[src/rtl/karatsuba_mul.sv]
// One-level Karatsuba multiplier, N-bit operands, 2N-bit product, unsigned or signed per op.
// A single (H+1)x(H+1) multiplier is time-shared across the three partial products.
module karatsuba_mul #(
    parameter int N = 16
) (
    input  logic           clk,
    input  logic           rst,
    input  logic           start,
    input  logic           sgn,
    input  logic [N-1:0]   X,
    input  logic [N-1:0]   Y,
    output logic           busy,
    output logic           done,
    output logic [2*N-1:0] R
);
    localparam int H = N / 2;

    typedef enum logic [2:0] {
        ST_IDLE = 3'd0,
        ST_MA   = 3'd1,
        ST_MB   = 3'd2,
        ST_MC   = 3'd3,
        ST_CB   = 3'd4
    } state_t;

    state_t           state_r;
    state_t           state_next_s;
    logic [N-1:0]     x_mag_r, y_mag_r;
    logic             neg_r;
    logic [2*H-1:0]   a_r, b_r;
    logic [2*H+1:0]   c_r;
    logic [2*N-1:0]   r_r;
    logic             done_r, busy_r;

    logic [N-1:0]     x_mag_s, y_mag_s;
    logic [H:0]       mul_a_s, mul_b_s;
    logic [2*H+1:0]   mul_p_s;
    logic [2*H+1:0]   m_s;
    logic [2*N-1:0]   p_s, res_s;

    // Operand magnitudes; negating -2^(N-1) wraps to 2^(N-1), which is its correct magnitude.
    always_comb begin
        x_mag_s = X;
        y_mag_s = Y;
        if (sgn && X[N-1]) begin
            x_mag_s = -X;
        end else begin
            x_mag_s = X;
        end
        if (sgn && Y[N-1]) begin
            y_mag_s = -Y;
        end else begin
            y_mag_s = Y;
        end
    end

    // Shared multiplier operand select by state.
    always_comb begin
        mul_a_s = {(H+1){1'b0}};
        mul_b_s = {(H+1){1'b0}};
        case (state_r)
            ST_MA: begin
                mul_a_s = {1'b0, x_mag_r[N-1:H]};
                mul_b_s = {1'b0, y_mag_r[N-1:H]};
            end
            ST_MB: begin
                mul_a_s = {1'b0, x_mag_r[H-1:0]};
                mul_b_s = {1'b0, y_mag_r[H-1:0]};
            end
            ST_MC: begin
                mul_a_s = {1'b0, x_mag_r[N-1:H]} + {1'b0, x_mag_r[H-1:0]};
                mul_b_s = {1'b0, y_mag_r[N-1:H]} + {1'b0, y_mag_r[H-1:0]};
            end
            default: begin
                mul_a_s = {(H+1){1'b0}};
                mul_b_s = {(H+1){1'b0}};
            end
        endcase
    end

    assign mul_p_s = {{(H+1){1'b0}}, mul_a_s} * {{(H+1){1'b0}}, mul_b_s};

    // Recombination: middle term is non-negative and the full sum is exact in 2N bits.
    always_comb begin
        m_s   = c_r - {2'b00, a_r} - {2'b00, b_r};
        p_s   = {a_r, {N{1'b0}}} + ({{(N-2){1'b0}}, m_s} << H) + {{N{1'b0}}, b_r};
        res_s = p_s;
        if (neg_r) begin
            res_s = {(2*N){1'b0}} - p_s;
        end else begin
            res_s = p_s;
        end
    end

    // Next-state sequencing; one cycle per datapath step.
    always_comb begin
        state_next_s = state_r;
        case (state_r)
            ST_IDLE: begin
                if (start) begin
                    state_next_s = ST_MA;
                end else begin
                    state_next_s = ST_IDLE;
                end
            end
            ST_MA:   state_next_s = ST_MB;
            ST_MB:   state_next_s = ST_MC;
            ST_MC:   state_next_s = ST_CB;
            ST_CB:   state_next_s = ST_IDLE;
            default: state_next_s = ST_IDLE;
        endcase
    end

    // State, datapath registers and registered outputs.
    always_ff @(posedge clk) begin
        if (rst) begin
            state_r <= ST_IDLE;
            x_mag_r <= {N{1'b0}};
            y_mag_r <= {N{1'b0}};
            neg_r   <= 1'b0;
            a_r     <= {(2*H){1'b0}};
            b_r     <= {(2*H){1'b0}};
            c_r     <= {(2*H+2){1'b0}};
            r_r     <= {(2*N){1'b0}};
            done_r  <= 1'b0;
            busy_r  <= 1'b0;
        end else begin
            state_r <= state_next_s;
            busy_r  <= (state_next_s != ST_IDLE);
            done_r  <= (state_r == ST_CB);
            case (state_r)
                ST_IDLE: begin
                    if (start) begin
                        x_mag_r <= x_mag_s;
                        y_mag_r <= y_mag_s;
                        neg_r   <= sgn & (X[N-1] ^ Y[N-1]);
                    end
                end
                ST_MA:   a_r <= mul_p_s[2*H-1:0];
                ST_MB:   b_r <= mul_p_s[2*H-1:0];
                ST_MC:   c_r <= mul_p_s;
                ST_CB:   r_r <= res_s;
                default: r_r <= r_r;
            endcase
        end
    end

    assign busy = busy_r;
    assign done = done_r;
    assign R    = r_r;
endmodule

[config.mk]
export PLATFORM = sky130hd
export DESIGN_NAME = karatsuba_mul
export DESIGN_NICKNAME = d
export VERILOG_FILES = /design/src/rtl/karatsuba_mul.sv
export SDC_FILE = /design/constraint.sdc
export NUM_CORES = 1
export LEC_CHECK = 0
export CAP_MARGIN = 15
export CORE_MARGIN = 4
export CORE_UTILIZATION = 35
export DETAILED_ROUTE_END_ITERATION = 6
export DONT_BUFFER_PORTS = 1
export PLACE_DENSITY = 0.59
export SKIP_LAST_GASP = 1
export SLEW_MARGIN = 15
export SYNTH_ARGS = -nofsm -noshare
export SYNTH_HDL_FRONTEND = slang
export SYNTH_SLANG_ARGS = --single-unit
[constraint.sdc]
create_clock -name clk -period 7.1 [get_ports clk]
set_input_delay 1.065 -clock clk [delete_from_list [all_inputs] [get_ports clk]]
set_output_delay 1.065 -clock clk [all_outputs]
set_load 0.005 [all_outputs]
## After elaboration in Yosys (flattened, before gate mapping)

Index checks and enable logic that the tools add are counted.

- Bits in registers: 120
- Input bits: 36
- Output and inout bits: 34
- Word-level logic and storage cells: 38

- Add/sub/neg operators: 9
- $mul: 1
- Equality and inequality tests: 4
- Muxes and demuxes: 7
- Bitwise operators: 2
- Reduce and logical (&&, ||, !) cells: 5

Operator list:

| cell | number |
|---|---|
| 9-bit one-hot mux with 3 select lines | 2 |
| 18-bit by 16-bit subtractor with 18-bit output | 2 |
| 32-bit by 16-bit adder with 32-bit output | 1 |
| 32-bit by 26-bit adder with 32-bit output | 1 |
| 16-bit 2-to-1 mux | 2 |
| 32-bit 2-to-1 mux | 1 |
| 16-bit negator | 2 |
| 1-bit by 32-bit subtractor with 32-bit output (first input constant) | 1 |
| 8-bit by 8-bit adder with 9-bit output | 2 |
| 9-bit by 9-bit multiplier with 18-bit output | 1 |
| 3-bit one-hot mux with 4 select lines | 1 |
| 3-bit by 2-bit equality test with 1-bit output (second input constant) | 2 |
| 3-bit by 1-bit equality test with 1-bit output (second input constant) | 1 |
| 3-bit equality test (second input constant) | 1 |
| 3-bit zero test | 1 |
| 3-bit nonzero test | 1 |
| 1-bit logical AND | 2 |
| 2-bit AND reduction | 1 |
| 1-bit bitwise AND | 1 |
| 1-bit 2-to-1 mux | 1 |
| 1-bit bitwise XOR | 1 |

## Depth between registers and ports, before layout

Gate-level depths: netlist of run 1.

- Depth after elaboration: 6
- Depth in mapped cells: 28
- Depth with buffers taken out: 28

## Worst setup path after synthesis of run 1

OpenSTA, ideal clock, no wires.

- Kind: flip-flop to flip-flop
- Start point: reg x_mag_r[1]
- End point: reg c_r[17]
- Setup time: 0.070 ns
- Arrival: 6.070 ns
- Data required time: 7.030 ns
- Path slack: 0.959 ns
- Stages on the path, launching flop included: 29
- Path buffers: 0
- Clock period less this slack: 6.141 ns
- Cell sequence: dfxtp_1 ha_1 a21o_1 a21oi_1 o21bai_1 a21oi_1 o21bai_1 a21oi_1 xnor2_1 mux2i_1 o21a_1 or2_2 fa_1 inv_1 fa_1 inv_1 fa_1 fa_1 inv_1 ha_1 inv_1 o21ai_0 a211oi_1 o31ai_1 o41ai_1 o21ai_0 xnor2_1 nand2_1 a21oi_1

- Longest elaborated chain between the ends: 3

Ends and longest elaborated chain:

| what | RTL line | RTL |
|---|---|---|
| start, declared | 28 | `logic [N-1:0] x_mag_r, y_mag_r;` |
| start signal, assigned | 118 | `x_mag_r <= {N{1'b0}};` |
| start signal, assigned | 134 | `x_mag_r <= x_mag_s;` |
| 8-bit by 8-bit adder with 9-bit output | 71 | `mul_a_s = {1'b0, x_mag_r[N-1:H]} + {1'b0, x_mag_r[H-1:0]};` |
| 9-bit one-hot mux with 3 select lines * | 61 | `case (state_r)` |
| 9-bit by 9-bit multiplier with 18-bit output * | 81 | `assign mul_p_s = {{(H+1){1'b0}}, mul_a_s} * {{(H+1){1'b0}}, mul_b_s};` |
| end signal, assigned | 123 | `c_r <= {(2*H+2){1'b0}};` |
| end signal, assigned | 141 | `ST_MC: c_r <= mul_p_s;` |
| end, declared | 31 | `logic [2*H+1:0] c_r;` |

Mark *: on every way between the ends. The rest lies on a longest branch, timed or not.
A chain may end at the register's enable or synchronous reset.

## Worst setup path after layout of run 1

Ends and elaborated chain as after synthesis.

==> impl_metrics.ini, run 1 <==
[outcome]
status = complete, no violations

[cells_and_area]
fin_cells = 1784
num_antenna_cells = 0
fin_util_pct = 39.2
drive_above_1_share_pct = 6.12
final_cell_area_um2 = 12100
synthToLayoutAreaGrowth_pct = 9.69
fin_nets = 1574

[floorplanning]
num_rows = 64
io_pins = 70
fp.dieH_um = 185
die_width_um = 185
dieArea_um2 = 34300
core-area_um2 = 30800
initial_core_util_pct = 35.7

[sta]
setup_viol = 0
slew_headroom_pct = 51.1
maxSlewViolCount = 0
tightest_slew_ns = 0.732
rsz0062_at_grt = yes
skew_ns = 0.00906
post-route-period-util_pct = 93.5
max_freq_ghz = 0.151
finalHoldViolCount = 0
post-route-min-period_ns = 6.64

[pwr]
p_leak_nw = 5.00
p_per_area_nw_per_um2 = 227
ir_worst_vdd_v = 0.000165

[synth]
synth-warning-count = 0
yosys.area.top_type = dfxtp_1
syn_area_um2 = 11000
synth-compound-area-share_pct = 18.2
synth_fa_ha_area_share_pct = 23.0
synth_seq_cells = 120
synth_seq_area_share_pct = 21.8
synth-simple-area-share_pct = 21.3
yosysUniqueCellTypes = 71
synthFlopType = dfxtp_1
synth_edf_count = 0
synth_top_family_by_area = adder cells
synth_top_cell_area_share_pct = 21.8
ys_top_cells_by_area = dfxtp_1 (22%), fa_1 (13%), ha_1 (10%), nand2_1 (6.3%), a21oi_1 (5.4%)
synth.area.mux_share_pct = 1.24
synth_xor_area_share_pct = 7.72
async_flop_share_pct = 0
synth.avg_cell_area_um2 = 7.86
synth_fp_nets = 1597
synthCells = 1400

[grt]
grt_pass1_vias = 9216
overflow = 0
grt_usage_pct = 16.1
antenna_found_initial = 0
grt_pass1_wl_um = 45500
grt_max_degree = 127

[cts]
cts_hold_buf = 0
cts_tree = yes
h-tree-depth = 4
clk_latency_ns = 0.42
numCtsBuffers = 17
root_buffer = clkbuf_16
cts_resized = 0
clockBufferDepth = 2
post_cts_buffers = 0
clk_pin_slew_ns = 0.06
cts.sinks = 120

[setup_path]
critPathTopFamily = compound AO/OA/AOI/OAI gates
path_buf_inv = 4
path_max_fanout = 9
cp_slowest_cell = fa_1
start_kind = register
worstSetupPathType = register to register
crit_required_ns = 7.46
arrival_ns = 6.99
max_stage_delay_ns = 0.54
critPathCaptureType = register

[drt]
met2WireLength_um = 12700
first_pass_iters = 6
routed_wl_um = 27000
route.vias.total = 9175
post_drt_wl_per_cell_um = 15.1
dr.first_iter.drc_count = 520
met1_length_um = 12800
top_layer_used = met4
drc = 0
ant_nets = 0
avgViaCountPerCell = 5.14
wl_met3_um = 1120

[hold_path]
hold_class = register to register

[place]
gp_congestion = 0.853
dp_hpwl_um = 20700
placed_cell_area_um2 = 11400
placed_cells = 1754
place.port_buffers = 0

[flow_run]
cap_violations = 0
[synthesized netlist by cell type (8+ instances only)]
| library cell | n |
|---|---|
| o31ai_1 | 15 |
| clkbuf_1 | 60 |
| or3_1 | 16 |
| nor2b_1 | 18 |
| and3_1 | 11 |
| a222oi_1 | 9 |
| or2_2 | 11 |
| nand2_1 | 186 |
| nand3_1 | 23 |
| a21o_1 | 16 |
| nor2_1 | 142 |
| o21ai_0 | 44 |
| fa_1 | 69 |
| ha_1 | 92 |
| inv_1 | 132 |
| mux2i_1 | 8 |
| nor3_1 | 19 |
| dfxtp_1 | 120 |
| a211oi_1 | 37 |
| a311oi_1 | 8 |
| xor2_1 | 37 |
| nand2b_1 | 30 |
| nand3b_1 | 10 |
| xnor2_1 | 60 |
| a21oi_1 | 118 |
| o21bai_1 | 10 |
[worst reg2reg max path: cells and delay by family, from the launching register on]
kind / cells / cell delay (ns)
AOI/OAI and AO/OA: 13 / 2.59
adders and majority gates: 6 / 2.56
DFF: 1 / 0.41
and+or+nand+nor: 2 / 0.39
xor gates and xnor gates: 2 / 0.31
buffers and inverters: 4 / 0.20
muxes: 1 / 0.09
[report_power, final]
| part | switching [mW] | internal, mW | leakage, nW |
|---|---|---|---|
| Clock | 0.331 | 0.610 | 0.298 |
| Sequential | 0.0441 | 0.710 | 0.974 |
| Combinational | 0.629 | 0.418 | 3.73 |
| Total | 1.00 | 1.74 | 5.00 |
[path summary, 6_finish.rpt]
check,start,endpoint,slack (ns),cells after the start
max reg2reg,x_mag_r[1]$_SDFFE_PP0P_,c_r[17]$_SDFFE_PP0P_,0.46,28
min,a_r[15]$_SDFFE_PP0N_,a_r[15]$_SDFFE_PP0N_,0.46,2
max,x_mag_r[1]$_SDFFE_PP0P_,c_r[17]$_SDFFE_PP0P_,0.46,28
min reg2reg,a_r[15]$_SDFFE_PP0N_,a_r[15]$_SDFFE_PP0N_,0.46,2
[per-stage QoR]
step	hold slack, ns	power (mW)	worst slack [ns]	TNS, ns
2_1_floorplan	0.436	1.59	0.959	0
6_report	0.455	2.74	0.464	0
5_1_grt	0.485	2.92	-0.0593	-0.0593
3_3_place_gp	0.440	1.79	0.491	0
4_1_cts	0.456	2.76	0.363	0
3_5_place_dp	0.448	1.81	0.395	0
[flip-flops by register name (all words and copies together) (netlist names)]
register and count:
R 32, a_r 16, b_r 16, busy 1, c_r 18, done 1
neg_r 1, state_r 3, x_mag_r 16, y_mag_r 16
[cell usage in the layout (no fill, tap or decap), types with 8 or more instances in the layout]
| cell type | instances |
|---|---|
| xnor2_1 | 60 |
| a21oi_1 | 118 |
| inv_1 | 132 |
| or2_2 | 11 |
| nor2_1 | 142 |
| a21o_1 | 16 |
| nor2b_1 | 18 |
| nand2_1 | 186 |
| nand3_1 | 23 |
| a311oi_1 | 8 |
| nor3_1 | 19 |
| xor2_1 | 37 |
| o21ai_0 | 44 |
| a222oi_1 | 9 |
| mux2i_1 | 8 |
| and3_1 | 11 |
| fa_1 | 69 |
| a211oi_1 | 37 |
| nand3b_1 | 10 |
| nand2b_1 | 30 |
| o31ai_1 | 15 |
| buf_4 | 22 |
| or3_1 | 16 |
| o21bai_1 | 10 |
| ha_1 | 92 |
| dfxtp_1 | 120 |
| clkbuf_16 | 17 |
[final cells by class]
type	instances	area [um^2]
inverters	132	495
flip-flops and latches	120	2400
multi-input cells	1084	7890
clock inverters	8	145
fillers	3151	18800
clock buffers	22	474
repair buffers	22	165
well taps	396	495
[metal layers]
metal / vias up / GRT usage [%]
met5: - / 0
met4: 0 / 3.32
met3: 24 / 3.36
met2: 171 / 27.2
met1: 4288 / 21.3
li1: 4692 / -
[kinds of logic (layout without fill, tap and decap cells)]
family | count (synthesis) | in the layout
xor+xnor | 97 | 97
mux | 13 | 13
fa+ha+maj | 161 | 161
compound gates | 311 | 311
buf+inv | 196 | 184
simple gates | 502 | 502
flops | 120 | 120
No activity file was read; power rests on OpenSTA's default activity.
==> run 2: changes to the inputs <==
- CORE_MARGIN: 4 -> 10
==> impl_metrics.ini, run 2 (synthesis results as in run 1) <==
[setup_path]
max_stage_delay_ns = 0.54
critPathCaptureType = register
arrival_ns = 6.97
worstSetupPathType = register to register
crit_required_ns = 7.45
start_kind = register
r2r_slack_ns = 0.48
cp_slowest_cell = fa_1
critPathTopFamily = compound AO/OA/AOI/OAI gates
path_max_fanout = 9
path_buf_inv = 4

[drt]
post_drt_wl_per_cell_um = 15.6
route.vias.total = 9304
avgViaCountPerCell = 5.21
routed_wl_um = 27900
dr.first_iter.drc_count = 566
drc = 0
first_pass_iters = 7
ant_nets = 0

[sta]
setup_viol = 0
setup_tns_ns = 0
max_freq_ghz = 0.151
rsz0062_at_grt = no
post-route-period-util_pct = 93.2
holdWs_ns = 0.462
slew_headroom_pct = 42.5
maxSlewViolCount = 0
finalHoldViolCount = 0
post-route-min-period_ns = 6.62
skew_ns = 0.0157
tightest_slew_ns = 0.863

[pwr]
switching_power_mw = 0.986
pwr-share-clk_pct = 32.4
p_int_mw = 1.69
p_per_area_nw_per_um2 = 222
p_leak_nw = 4.97
power_frac_comb_pct = 39.4
ir_worst_vdd_v = 0.000178
switching_share_pct = 36.9
seqPwrFrac_pct = 28.2

[cts]
cts_tree = yes
clk_pin_slew_ns = 0.06
cts_hold_buf = 0
h-tree-depth = 4
cts.sinks = 120
post_cts_buffers = 0
numCtsBuffers = 17
clk_latency_ns = 0.42
cts_resized = 0
root_buffer = clkbuf_16
clockBufferDepth = 2

[cells_and_area]
drive_above_1_share_pct = 6.04
largest_register_ffs = 32
synthToLayoutAreaGrowth_pct = 9.32
fin_nets = 1576
final_cell_mix = nand2_1 (186), nor2_1 (142), inv_1 (132)
final_common_cell = nand2_1
nFillCells = 3225
num_antenna_cells = 0

[hold_path]
hold_class = register to register

[floorplanning]
die_width_um = 197
fp.dieH_um = 197
io_pins = 70
initial_core_util_pct = 35.7
num_rows = 64
core-area_um2 = 30800
dieArea_um2 = 38900

[flow_run]
cap_violations = 0

[grt]
antenna_found_initial = 0
grt_usage_pct = 14.4
overflow = 0
grt_pass1_wl_um = 46100
grt_pass1_vias = 8952
grt_max_degree = 127

[place]
place.port_buffers = 0
gp_congestion = 0.850
dp_hpwl_um = 21900

[outcome]
status = complete, no violations
run 2: cell count changes in the layout (fill, tap and decap cells not counted), sizes merged:
cell | before | now
buf | 22 | 24
bufinv | 4 | 3
clkinv | 2 | 4
run 2: power by group through the flow:
stage / sequential (mW) / clock [mW] / combinational, mW
2_1_floorplan: 0.747 / 0 / 0.841
3_3_place_gp: 0.766 / 0 / 1.04
3_5_place_dp: 0.768 / 0 / 1.05
4_1_cts: 0.754 / 0.884 / 1.05
5_1_grt: 0.759 / 0.919 / 1.17
6_report: 0.754 / 0.866 / 1.05
run 2: final timing paths:
| check | start | endpoint | cells past startpoint |
|---|---|---|---|
| worst max-delay path | x_mag_r[1]$_SDFFE_PP0P_ | c_r[17]$_SDFFE_PP0P_ | 28 |
| worst min-delay path | a_r[15]$_SDFFE_PP0N_ | a_r[15]$_SDFFE_PP0N_ | 2 |
| worst max register to register | x_mag_r[1]$_SDFFE_PP0P_ | c_r[17]$_SDFFE_PP0P_ | 28 |
| worst min register to register | a_r[15]$_SDFFE_PP0N_ | a_r[15]$_SDFFE_PP0N_ | 2 |
run 2: layer usage:
| layer | track usage, % | share of wire [%] |
|---|---|---|
| met5 | 0 | 0 |
| met4 | 3.76 | 1.5 |
| met3 | 2.69 | 5.4 |
| met2 | 23.2 | 45 |
| met1 | 19.4 | 48 |
run 2: layout make-up:
| type | count | area (um^2) | area share (%) |
|---|---|---|---|
| Clock buffer | 22 | 454 | 3.77 |
| Clock inverter | 9 | 125 | 1.04 |
| Inverter | 132 | 495 | 4.12 |
| Multi-Input combinational cell | 1084 | 7880 | 65.5 |
| Sequential cell | 120 | 2400 | 20.0 |
| Tap cell | 396 | 495 | 4.12 |
| Timing Repair Buffer | 24 | 180 | 1.50 |
run 2: worst reg2reg max path: cells and delay by family, from the launching register on:
family	cells	cell delay, ns
compound gates	13	2.62
simple gates	2	0.39
fa+ha+maj	6	2.55
buf+inv	4	0.20
flops	1	0.40
mux	1	0.09
xor+xnor	2	0.31
run 2: metrics by stage:
| step | instances | area, um^2 | setup WS (ns) | util (%) | power (mW) |
|---|---|---|---|---|---|
| floorplan | 1400 | 11000 | 0.959 | - | 1.59 |
| global placement | 1756 | 11500 | 0.546 | 37.1 | 1.80 |
| detailed placement | 1756 | 11500 | 0.486 | 37.1 | 1.81 |
| CTS | 1787 | 12000 | 0.450 | 39.0 | 2.69 |
| global route | 1787 | 12000 | 0.00637 | 39.0 | 2.85 |
| finish | 1787 | 12000 | 0.479 | 39.0 | 2.67 |
==> run 3: changes to the inputs <==
- CELL_PAD_IN_SITES_DETAIL_PLACEMENT: default -> 0
- CELL_PAD_IN_SITES_GLOBAL_PLACEMENT: default -> 2
- PLACE_DENSITY: 0.59 -> 0.84
- clock period: 7.1 -> 6.3 ns (I/O delays scaled with it)
==> impl_metrics.ini, run 3 (synthesis results as in run 1) <==
[outcome]
status = complete, no violations

[grt]
antenna_found_initial = 0
met3_usage_pct = 3.03
grt_usage_pct = 15.2
use_met2_pct = 25.9
gr-usage-met1_pct = 18.9
grt_max_degree = 127
grt_pass1_wl_um = 47300
overflow = 0
grt_pass1_vias = 8971
busiest_layer = met2

[cells_and_area]
drive_above_1_share_pct = 12.0
seq_area_um2 = 2410
fin_nets = 1619
multi_input_area_um2 = 8070
final_cell_mix = nand2_1 (185), nor2_1 (138), inv_1 (132)
final_common_cell = nand2_1
nFillCells = 3161
synthToLayoutAreaGrowth_pct = 13.7
largest_register_ffs = 32
num_antenna_cells = 0

[floorplanning]
core-area_um2 = 30800
num_rows = 64
initial_core_util_pct = 35.7
die_width_um = 197
fp.dieH_um = 197
io_pins = 70
dieArea_um2 = 38900

[sta]
tightest_slew_ns = 0.977
setup_viol = 0
skew_ns = 0.0156
post-route-min-period_ns = 5.96
holdWs_ns = 0.455
post-route-period-util_pct = 94.5
maxSlewViolCount = 0
max_freq_ghz = 0.168
slew_headroom_pct = 34.6
finalHoldViolCount = 0

[setup_path]
path_buf_inv = 5
critPathCaptureType = register
cp_slowest_cell = fa_1
crit_required_ns = 6.69
arrival_ns = 6.34
path_max_fanout = 7
max_stage_delay_ns = 0.54
start_kind = register
crit_top_cell = fa_1
critPathTopFamily = adder cells
worstSetupPathType = register to register

[cts]
cts_hold_buf = 0
root_buffer = clkbuf_16
clockBufferDepth = 2
cts_tree = yes
numCtsBuffers = 17
cts.sinks = 120
clk_pin_slew_ns = 0.06
h-tree-depth = 4
clk_latency_ns = 0.45

[drt]
post_drt_wl_per_cell_um = 16.0
first_pass_iters = 7
ant_nets = 0
drc = 0
avgViaCountPerCell = 5.10
dr.first_iter.drc_count = 412
routed_wl_um = 29400
route.vias.total = 9342

[pwr]
p_leak_nw = 5.18
p_per_area_nw_per_um2 = 239
ir_worst_vdd_v = 0.000209
power_mw = 3.00

[place]
place.port_buffers = 0
dp_hpwl_um = 23000
gp_congestion = 0.889

[hold_path]
hold_class = register to register

[flow_run]
cap_violations = 0
## run 3: cell types whose count changed in the layout (fill, tap and decap cells not counted), sizes merged
cell	delta
clkbuf	-5
clkinvlp	+2
bufinv	-3
buf	+43
inv	+6
clkinv	+1
## run 3: cell type report
class / instances / share of cell area [%]
multi-input combinational: 1084 / 64.5
sequential: 120 / 19.2
timing repair buffer: 67 / 4.02
inverter: 132 / 3.96
tap: 396 / 3.96
clock buffer: 17 / 3.40
clock inverter: 15 / 0.970
## run 3: final timing paths
path | slack, ns | depth (start not counted) | startpoint | to
setup / recovery | 0.34 | 27 | x_mag_r[0]$_SDFFE_PP0P_ | b_r[15]$_SDFFE_PP0N_
hold / removal | 0.46 | 2 | a_r[15]$_SDFFE_PP0N_ | a_r[15]$_SDFFE_PP0N_
setup reg to reg | 0.34 | 27 | x_mag_r[0]$_SDFFE_PP0P_ | b_r[15]$_SDFFE_PP0N_
hold reg to reg | 0.46 | 2 | a_r[15]$_SDFFE_PP0N_ | a_r[15]$_SDFFE_PP0N_
## run 3: metrics by stage
step / instance area, um^2 / TNS, ns / instances / worst slack [ns] / utilization [%]
floorplan: 11000 / 0 / 1400 / 0.159 / -
global placement: 11700 / -0.200 / 1785 / -0.0734 / 37.9
detailed placement: 11700 / -0.469 / 1785 / -0.121 / 37.9
CTS: 12200 / 0 / 1817 / 0.00232 / 39.7
global route: 12500 / -0.0151 / 1831 / -0.0151 / 40.6
finish: 12500 / 0 / 1831 / 0.345 / 40.6
## run 3: metal layers
| layer | share of wire (%) | up-vias | wire (um) |
|---|---|---|---|
| met5 | 0 | - | 0 |
| li1 | - | 4801 | - |
| met4 | 1.7 | 0 | 488 |
| met1 | 46 | 4405 | 13500 |
| met3 | 3.3 | 24 | 959 |
| met2 | 49 | 112 | 14400 |
## run 3: what timing repair did
item / 4_1_cts / 5_1_grt
buffers inserted: 0 / 14
setup endpoints to repair: 5 / 24
pin swaps: 1 / 40
gates resized for setup: 2 / 50
gates cloned: 0 / 0
## run 3: worst min-delay path, cell delays in order (launching register included)
cell	delay, ns
dfxtp_1	0.31
nand2_1	0.05
a21oi_1	0.05
## run 3: power by group
group	leakage, nW	switching [mW]	internal, mW
clock	0.259	0.410	0.509
sequential	0.975	0.0431	0.800
combinational	3.95	0.726	0.509
